==> config.mk <==
export PLATFORM = sky130hd
export DESIGN_NAME = conv_window_kxk
export DESIGN_NICKNAME = d
export VERILOG_FILES = /design/src/rtl/conv_window_kxk.sv
export SDC_FILE = /design/constraint.sdc
export NUM_CORES = 2
export LEC_CHECK = 0
export CAP_MARGIN = 20
export CORE_AREA = 2 2 364 366
export DETAILED_ROUTE_END_ITERATION = 6
export DIE_AREA = 0 0 366 368
export PLACE_DENSITY = 0.53
export SYNTH_ARGS = -nofsm -noshare
export SYNTH_HDL_FRONTEND = slang
export SYNTH_SLANG_ARGS = --single-unit
==> constraint.sdc <==
create_clock -name clk_i -period 12.94 [get_ports clk_i]
set_input_delay 3.882 -clock clk_i [delete_from_list [all_inputs] [get_ports clk_i]]
set_output_delay 3.882 -clock clk_i [all_outputs]
set_load 0.05 [all_outputs]
==> src/rtl/conv_window_kxk.sv <==
// rtl/conv_window_kxk.sv - streaming KxK two-kernel convolution with valid-only borders
// Window is formed from K-1 full-line buffers plus a KxK register array; the result is
// computed from the post-accept window so the output register loads on the accepting edge.
module conv_window_kxk #(
  parameter int linewidth_px_p    = 16,
  parameter int frame_height_px_p = 16,
  parameter int kernel_p          = 3,
  parameter int in_width_p        = 8,
  parameter int weight_width_p    = 4,
  parameter int out_width_p       = 16
) (
  input  logic                                             clk_i,
  input  logic                                             reset_n_i,
  input  logic                                             valid_i,
  output logic                                             ready_o,
  input  logic [in_width_p-1:0]                            data_i,
  input  logic                                             mode_i,
  input  logic [kernel_p*kernel_p*weight_width_p-1:0]      weights_x_i,
  input  logic [kernel_p*kernel_p*weight_width_p-1:0]      weights_y_i,
  output logic                                             valid_o,
  input  logic                                             ready_i,
  output logic signed [out_width_p-1:0]                    data_o,
  output logic                                             last_o
);
  localparam int K  = kernel_p;
  localparam int W  = linewidth_px_p;
  localparam int H  = frame_height_px_p;
  localparam int IW = in_width_p;
  localparam int WW = weight_width_p;
  localparam int OW = out_width_p;
  localparam int SW = IW + WW + $clog2(K*K) + 1;
  localparam int CW = ((SW > OW) ? SW : OW) + 2;
  localparam int XW = $clog2(W);
  localparam int YW = $clog2(H);
  localparam int NW = K*K*WW;
  localparam logic signed [CW-1:0] SAT_HI = CW'((longint'(1) <<< (OW-1)) - 1);
  localparam logic signed [CW-1:0] SAT_LO = CW'(-(longint'(1) <<< (OW-1)));

  logic [XW-1:0]        r_col;
  logic [YW-1:0]        r_row;
  logic [IW-1:0]        r_win [K][K];
  logic [IW-1:0]        r_lb  [K-1][W];
  logic [NW-1:0]        r_wx;
  logic [NW-1:0]        r_wy;
  logic                 r_mode;
  logic                 r_valid;
  logic                 r_last;
  logic signed [OW-1:0] r_data;

  logic                 w_accept;
  logic                 w_col_last;
  logic                 w_row_last;
  logic                 w_first;
  logic                 w_emit;
  logic [IW-1:0]        w_newcol [K];
  logic [IW-1:0]        w_nwin   [K][K];
  logic signed [SW-1:0] w_px;
  logic signed [SW-1:0] w_wxe;
  logic signed [SW-1:0] w_wye;
  logic signed [SW-1:0] w_sum_x;
  logic signed [SW-1:0] w_sum_y;
  logic signed [CW-1:0] w_x_ext;
  logic signed [CW-1:0] w_y_ext;
  logic signed [CW-1:0] w_ax;
  logic signed [CW-1:0] w_ay;
  logic signed [CW-1:0] w_mag;
  logic signed [OW-1:0] w_out;

  assign ready_o    = ~r_valid | ready_i;
  assign w_accept   = valid_i & ready_o;
  assign w_col_last = (r_col == XW'(W-1));
  assign w_row_last = (r_row == YW'(H-1));
  assign w_first    = (r_col == '0) && (r_row == '0);
  assign w_emit     = (r_col >= XW'(K-1)) && (r_row >= YW'(K-1));

  // Line buffer j holds row y-1-j, so it feeds window row K-2-j.
  always_comb begin
    w_newcol[K-1] = data_i;
    for (int r = 0; r < K-1; r++) w_newcol[r] = r_lb[K-2-r][r_col];
    for (int r = 0; r < K; r++) begin
      for (int c = 0; c < K-1; c++) w_nwin[r][c] = r_win[r][c+1];
      w_nwin[r][K-1] = w_newcol[r];
    end
  end

  always_comb begin
    w_sum_x = '0;
    w_sum_y = '0;
    w_px    = '0;
    w_wxe   = '0;
    w_wye   = '0;
    for (int r = 0; r < K; r++) begin
      for (int c = 0; c < K; c++) begin
        w_px    = {{(SW-IW){1'b0}}, w_nwin[r][c]};
        w_wxe   = {{(SW-WW){r_wx[(r*K+c)*WW+WW-1]}}, r_wx[(r*K+c)*WW +: WW]};
        w_wye   = {{(SW-WW){r_wy[(r*K+c)*WW+WW-1]}}, r_wy[(r*K+c)*WW +: WW]};
        w_sum_x = w_sum_x + w_px * w_wxe;
        w_sum_y = w_sum_y + w_px * w_wye;
      end
    end
  end

  always_comb begin
    w_x_ext = {{(CW-SW){w_sum_x[SW-1]}}, w_sum_x};
    w_y_ext = {{(CW-SW){w_sum_y[SW-1]}}, w_sum_y};
    w_ax    = (w_x_ext < 0) ? -w_x_ext : w_x_ext;
    w_ay    = (w_y_ext < 0) ? -w_y_ext : w_y_ext;
    w_mag   = w_ax + w_ay;
    w_out   = '0;
    if (r_mode) w_out = (w_mag > SAT_HI) ? OW'(SAT_HI) : OW'(w_mag);
    else if (w_x_ext > SAT_HI) w_out = OW'(SAT_HI);
    else if (w_x_ext < SAT_LO) w_out = OW'(SAT_LO);
    else w_out = OW'(w_x_ext);
  end

  always_ff @(posedge clk_i) begin
    if (!reset_n_i) begin
      r_col   <= '0;
      r_row   <= '0;
      r_wx    <= '0;
      r_wy    <= '0;
      r_mode  <= 1'b0;
      r_valid <= 1'b0;
      r_last  <= 1'b0;
      r_data  <= '0;
      for (int r = 0; r < K; r++)
        for (int c = 0; c < K; c++) r_win[r][c] <= '0;
    end else begin
      if (w_accept) begin
        r_win   <= w_nwin;
        r_col   <= w_col_last ? '0 : r_col + 1'b1;
        if (w_col_last) r_row <= w_row_last ? '0 : r_row + 1'b1;
        if (w_first) begin
          r_mode <= mode_i;
          r_wx   <= weights_x_i;
          r_wy   <= weights_y_i;
        end
        r_valid <= w_emit;
        r_last  <= w_emit & w_col_last & w_row_last;
        if (w_emit) r_data <= w_out;
      end else if (ready_i) begin
        r_valid <= 1'b0;
        r_last  <= 1'b0;
      end
    end
  end

  // Line-buffer storage is deliberately left without reset.
  always_ff @(posedge clk_i) begin
    if (w_accept) begin
      r_lb[0][r_col] <= data_i;
      for (int j = 1; j < K-1; j++) r_lb[j][r_col] <= r_lb[j-1][r_col];
    end
  end

  assign valid_o = r_valid;
  assign data_o  = r_data;
  assign last_o  = r_last;
endmodule

# Yosys cells after proc, flatten, opt, wreduce, memory -nomap -nowiden
# Memories as Yosys holds them, arrays and structs flattened.
# Cells that the tools add are included.
# W data, S select, Z words.
# word_totals
register_bits	147
ram_bits	256
output_inout_bits	19
wordCells	101
n_memories	1
# op_classes
addsub	21
multipliers	18
order_cmp	9
eq_ne	2
n_mux	21
n_bitwise	6
n_reduce_logical	9
# memory_table
name	words	word_bits	rd	rd_clocked_by_memory_dff	write_ports	line_no	rtl
r_lb	2	128	2	0	2	42	logic [IW-1:0] r_lb [K-1][W];
# op_table
op	count
$mul A9 B4 Y13	18
$add A17 B13 Y17	8
$mux W128	1
$bmux W8 S4	2
$mux W16	4
$mux W8	5
$mux W19	2
$neg A17 Y19	2
$add A16 B13 Y17	2
$lt A17 B1 Y1 const B	2
$add A15 B13 Y16	2
$demux W8 S4	1
$add A14 B13 Y15	2
$add A13 B13 Y14	2
$add A19 B19 Y19	1
$gt A19 B16 Y1 const B	1
$gt A17 B16 Y1 const B	1
$lt A17 B16 Y1 const B	1
$add A4 B1 Y4 const B	2
$eq A4 B4 Y1 const B	2
$ge A4 B2 Y1 const B	2
$logic_not A4 Y1	2
$mux W4	2
$reduce_and A2 Y1	3
9 further kinds	16

# Longest topological paths before layout
# logic_depth
depth_word	18
depth_mapped	42

# Worst setup path before layout
# No wires, ideal clock.
# synth_path
path_type	input port to flip-flop
start	in data_i[5]
end	reg r_data[13], in the netlist data_o[13]
setup_ns	0.125
arrival_time_ns	12.637
slack_ns	0.178
cell_stages	35
path_buffers	3
path_cell_list	clkbuf_1 -> and2_1 -> fa_1 -> inv_1 -> fa_1 -> inv_1 -> fa_1 -> inv_1 -> fa_1 -> fa_1 -> inv_1 -> fa_1 -> fa_1 -> inv_1 -> fa_1 -> inv_1 -> ha_1 -> o21a_1 -> o31a_1 -> o311a_1 -> o31a_1 -> o2111a_1 -> a211oi_2 -> buf_4 -> o21ai_0 -> fa_1 -> a21o_1 -> a221o_1 -> o22a_4 -> a211oi_4 -> o21a_1 -> o41ai_2 -> o32ai_2 -> buf_6 -> a31oi_1
# synth_between
elab_chain_len	8
elab_cells_between_ends	18
cone_classes	add/sub: 5; mul: 2; order compare: 5; mux: 6
# synth_rtl
element	line_no	rtl
start, declared	16	input logic [in_width_p-1:0] data_i,
$mul A9 B4 Y13 (on tied branches)	97, 98	
$add A17 B13 Y17 (on tied branches)	97, 98	
$neg A17 Y19 (tied with other cells)	106	w_ax = (w_x_ext < 0) ? -w_x_ext : w_x_ext;
$mux W19 (on tied branches)	106, 107	
$add A19 B19 Y19	108	w_mag = w_ax + w_ay;
$gt A19 B16 Y1	110	if (r_mode) w_out = (w_mag > SAT_HI) ? OW'(SAT_HI) : OW'(w_mag);
$mux W16	110	
$mux W16 (*)	110	
end signal, assigned	140	if (w_emit) r_data <= w_out;
end, declared	48	logic signed [OW-1:0] r_data;
# Mark *: on every way between the ends. The rest lies on a longest branch, timed or not.
# A chain may end at the register's enable or synchronous reset.

# Worst setup path in the final report
# layout_path
start	in data_i[0]
end	reg r_data[4], in the netlist data_o[4]
# The elaborated chain is that of the path after synthesis.

==> results.md <==
- The number of antenna violations at the first check in global routing is 6.
- The final clock skew is 0.0524 ns.
- The total area inside the core boundary comes to roughly 130000 um2.
- At the end of the flow, the number of nets in the layout was roughly 4.8k.
- The number of global-route vias before repair came to 27.9k.
- The number of flops mapped to enable cells by yosys is 256.
- Headroom to the max-slew limit came out at between 30% and 40%.
- In this run, CTS created clock tree buffers numbering between 40 and 50.
- In the post-route analysis, the smallest setup slack over all paths is between 0.2 and 0.3 ns.
- After detailed routing, the number of remaining DRC violations is 0.
- Of the synthesized area, sequential elements account for a little over a quarter.
- The worst slack after detailed placement is -0.599 ns.
- The congestion estimate from routability-driven global placement came to roughly 0.89.
- After synthesis the netlist holds a flip-flop and latch count of approximately 400.
- The number of library cell types mapped by synthesis is 88.
- The cell area that synthesis handed to floorplanning was 39100 um2.
- Setup violations remaining at the end of the flow were counted as 0.
- Measured along the y axis, the die boundary spans around 370 um.
- The die covers between 100000 and 150000 um2.
- The critical path buffer and inverter count is 6.
- The I/O pin count is approximately 100.
- The data arrival time of the worst path is approximately 13 ns.
- Subtracting the final worst setup slack from the clock period gives approximately 13 ns.
- The min-delay analysis places its worst path in the category register to register.
- Summing over every cut layer, the via total after detailed routing is 26.3k.
- The start-to-end type of the worst setup path is primary input to register.
- Among all stages on the critical path, the largest delay is contributed by sky130_fd_sc_hd__fa_2.
- The wire length reported by the detailed router is ~110000 um.
- The kind of end point of the critical path is a register.
- The period utilization is 97.9%.
- The global-route wire length before repair is 173000 um.
- Of the cells placed in the final design, the portion with a size suffix greater than 1 is a little under an eighth.
- The warning count from the yosys run is 0.
- The gate count of the mapped netlist is roughly 3.6k.
- The data required time of the worst path is 13.45 ns.
- The buffer levels on the longest clock path is 3.
- In this design, the critical path's most frequently occurring cell is sky130_fd_sc_hd__fa_1.
- The count of pins over their slew limit was 0.
- The number of hold violations in the final report was 0.
- The largest net degree at the start of global routing is 90.
- The slew at the pin with the worst max-slew slack is roughly 1.0 ns.
- The maximum level of the CTS H-tree is 2.
- Compared with the post-synthesis result, the final layout area differs by 15.8%.
- The pre-antenna-repair detailed-routing pass consisted of 5 iterations.
- The total overflow left after global routing is 0.
- The run finished with clean final reports.
- The top cell types in the final layout, fill and taps aside, are sky130_fd_sc_hd__inv_1, sky130_fd_sc_hd__fa_1, sky130_fd_sc_hd__nand2_1.
- Counting flops with an async set or reset pin after synthesis yields a share of 0%.
- Global routing used approximately 17% of the available tracks across all layers.
- In this design, the stage delay of the slowest critical-path cell is slightly below 0.6 ns.
- The starting DRC count in detailed routing is approximately 1.8k.
- The cell class contributing the biggest share of worst-path delay is adder cells.
- The initial standard-cell utilization of the core is about 30%.
- The width of the chip is 366 um.
- The number of rows created at floorplan is between 100 and 150.
- Using the TritonRoute via totals, the vias-per-cell ratio works out to roughly 4.6.
- For this design, the sink count on the clock tree is 403.
- STA classifies the critical path startpoint as a primary input.
- The mean routed wirelength per cell is 20.1 um.
- For this run, the leading register cell type out of synthesis is sky130_fd_sc_hd__edfxtp_1.
- The latest clock arrival within the worst-skew pair is 0.65 ns.
- The TritonCTS clock tree is done.
- At the end of the flow the core is filled with cells to 34.6%.
- The number of max-cap violations is 0.
- In this run the remaining antenna-violating nets after routing total 0.
- The most common cell after layout, fill and taps aside is sky130_fd_sc_hd__inv_1.
- The number of hold buffers added after CTS was 0.
- Port buffering added just over 100 buffers.
- The clock root buffer master is sky130_fd_sc_hd__clkbuf_16.
- The highest net fanout along the worst path is 12.
- The clock-pin slew on the worst setup and hold paths is roughly 0.050 ns.
- The highest clock rate is 79.0 MHz.
- A synthesized cell averages approximately 11 um2.
- Detailed placement ended at an HPWL of 90700 um.
## worst min-delay path: stages, from the launching register on
cell,delay [ns]
sky130_fd_sc_hd__dfxtp_1,0.31
sky130_fd_sc_hd__nand2_1,0.05
sky130_fd_sc_hd__a21boi_0,0.07
## state kept, by name (all words and copies together) (netlist names)
register  cells
data_o       16
last_o        1
r_col         4
r_lb        256
r_mode        1
r_row         4
r_win        48
r_wx         36
r_wy         36
valid_o       1
## logic make-up (layout without fill, tap and decap cells)
family	count (synthesis)	in the layout	synth area share (%)
compound gates	313	313	6.09
xor+xnor	80	80	1.84
fa+ha+maj	858	858	39.3
buf+inv	871	1121	8.44
flops	403	403	27.2
mux	83	83	4.70
other cells	1	7	0.00960
simple gates	1030	1030	12.4
## cells in the mapped netlist, drive strengths merged, types with 4 or more instances
cell / count / area [um2]
a211o: 5 / 52.6
a211oi: 4 / 47.5
a21boi: 125 / 938
a21o: 16 / 120
a21oi: 43 / 226
a221oi: 4 / 35.0
a31oi: 4 / 25.0
a32oi: 10 / 87.6
and2: 186 / 1170
and3: 6 / 37.5
buf: 33 / 153
clkbuf: 132 / 495
dfxtp: 147 / 2940
edfxtp: 256 / 7690
fa: 617 / 12400
ha: 236 / 2950
inv: 706 / 2650
maj3: 5 / 50.1
mux4: 80 / 1800
nand2: 557 / 2090
nand2b: 98 / 613
nand3: 9 / 45.0
nand4: 8 / 50.1
nor2: 91 / 342
nor2b: 22 / 145
nor3: 22 / 115
nor4: 7 / 43.8
nor4b: 4 / 47.6
o211ai: 10 / 88.8
o21a: 11 / 82.6
o21ai: 30 / 150
o21bai: 6 / 45.0
o221ai: 4 / 35.0
o31ai: 10 / 85.1
or2: 4 / 25.0
xnor2: 53 / 483
xor2: 27 / 236
## through the flow
stage                     setup TNS (ns)  hold WS [ns]  area [um2]  std cells
after detailed placement           -8.61         0.477       43400       5549
after CTS                              0         0.490       45000       5638
after global routing             -0.0703         0.511       45200       5645
after floorplan                        0         0.451       39100       3640
final                                  0         0.484       45200       5650
after global placement             -7.57         0.460       43400       5548
## what timing repair did
item	4_1_cts	5_1_grt
buffers inserted	0	5
gates resized for setup	0	57
endpoints found under the setup margin	0	15
## worst paths after layout
check                   startpoint                     end  slack, ns  cells past startpoint
max                      data_i[0]  data_o[4]$_SDFFE_PN0P_       0.28                     33
min reg2reg  r_wy[19]$_SDFFE_PN0P_   r_wy[19]$_SDFFE_PN0P_       0.48                      2
max reg2reg  r_col[0]$_SDFFE_PN0P_  data_o[4]$_SDFFE_PN0P_       1.42                     36
min          r_wy[19]$_SDFFE_PN0P_   r_wy[19]$_SDFFE_PN0P_       0.48                      2
## area by class of cell
| class | count | area [um2] |
|---|---|---|
| flip-flops and latches | 403 | 10600 |
| diodes | 5 | 12.5 |
| well taps | 1755 | 2200 |
| repair buffers | 326 | 2820 |
| clock inverters | 19 | 225 |
| multi-input cells | 2366 | 25300 |
| clock buffers | 70 | 1350 |
| inverters | 706 | 2650 |
| fillers | 13400 | 85600 |
## per-layer routing
layer | GRT usage, % | wire (um) | vias to the layer above
met4 | 5.97 | 4130 | 0
met2 | 28.7 | 55200 | 737
met3 | 3.25 | 7510 | 146
li1 | - | - | 11800
met1 | 22.3 | 46900 | 13500
met5 | 0 | 0 | -
Power is not shown: default switching activity piles up to over one toggle a cycle in this logic, so the estimate is an artifact.
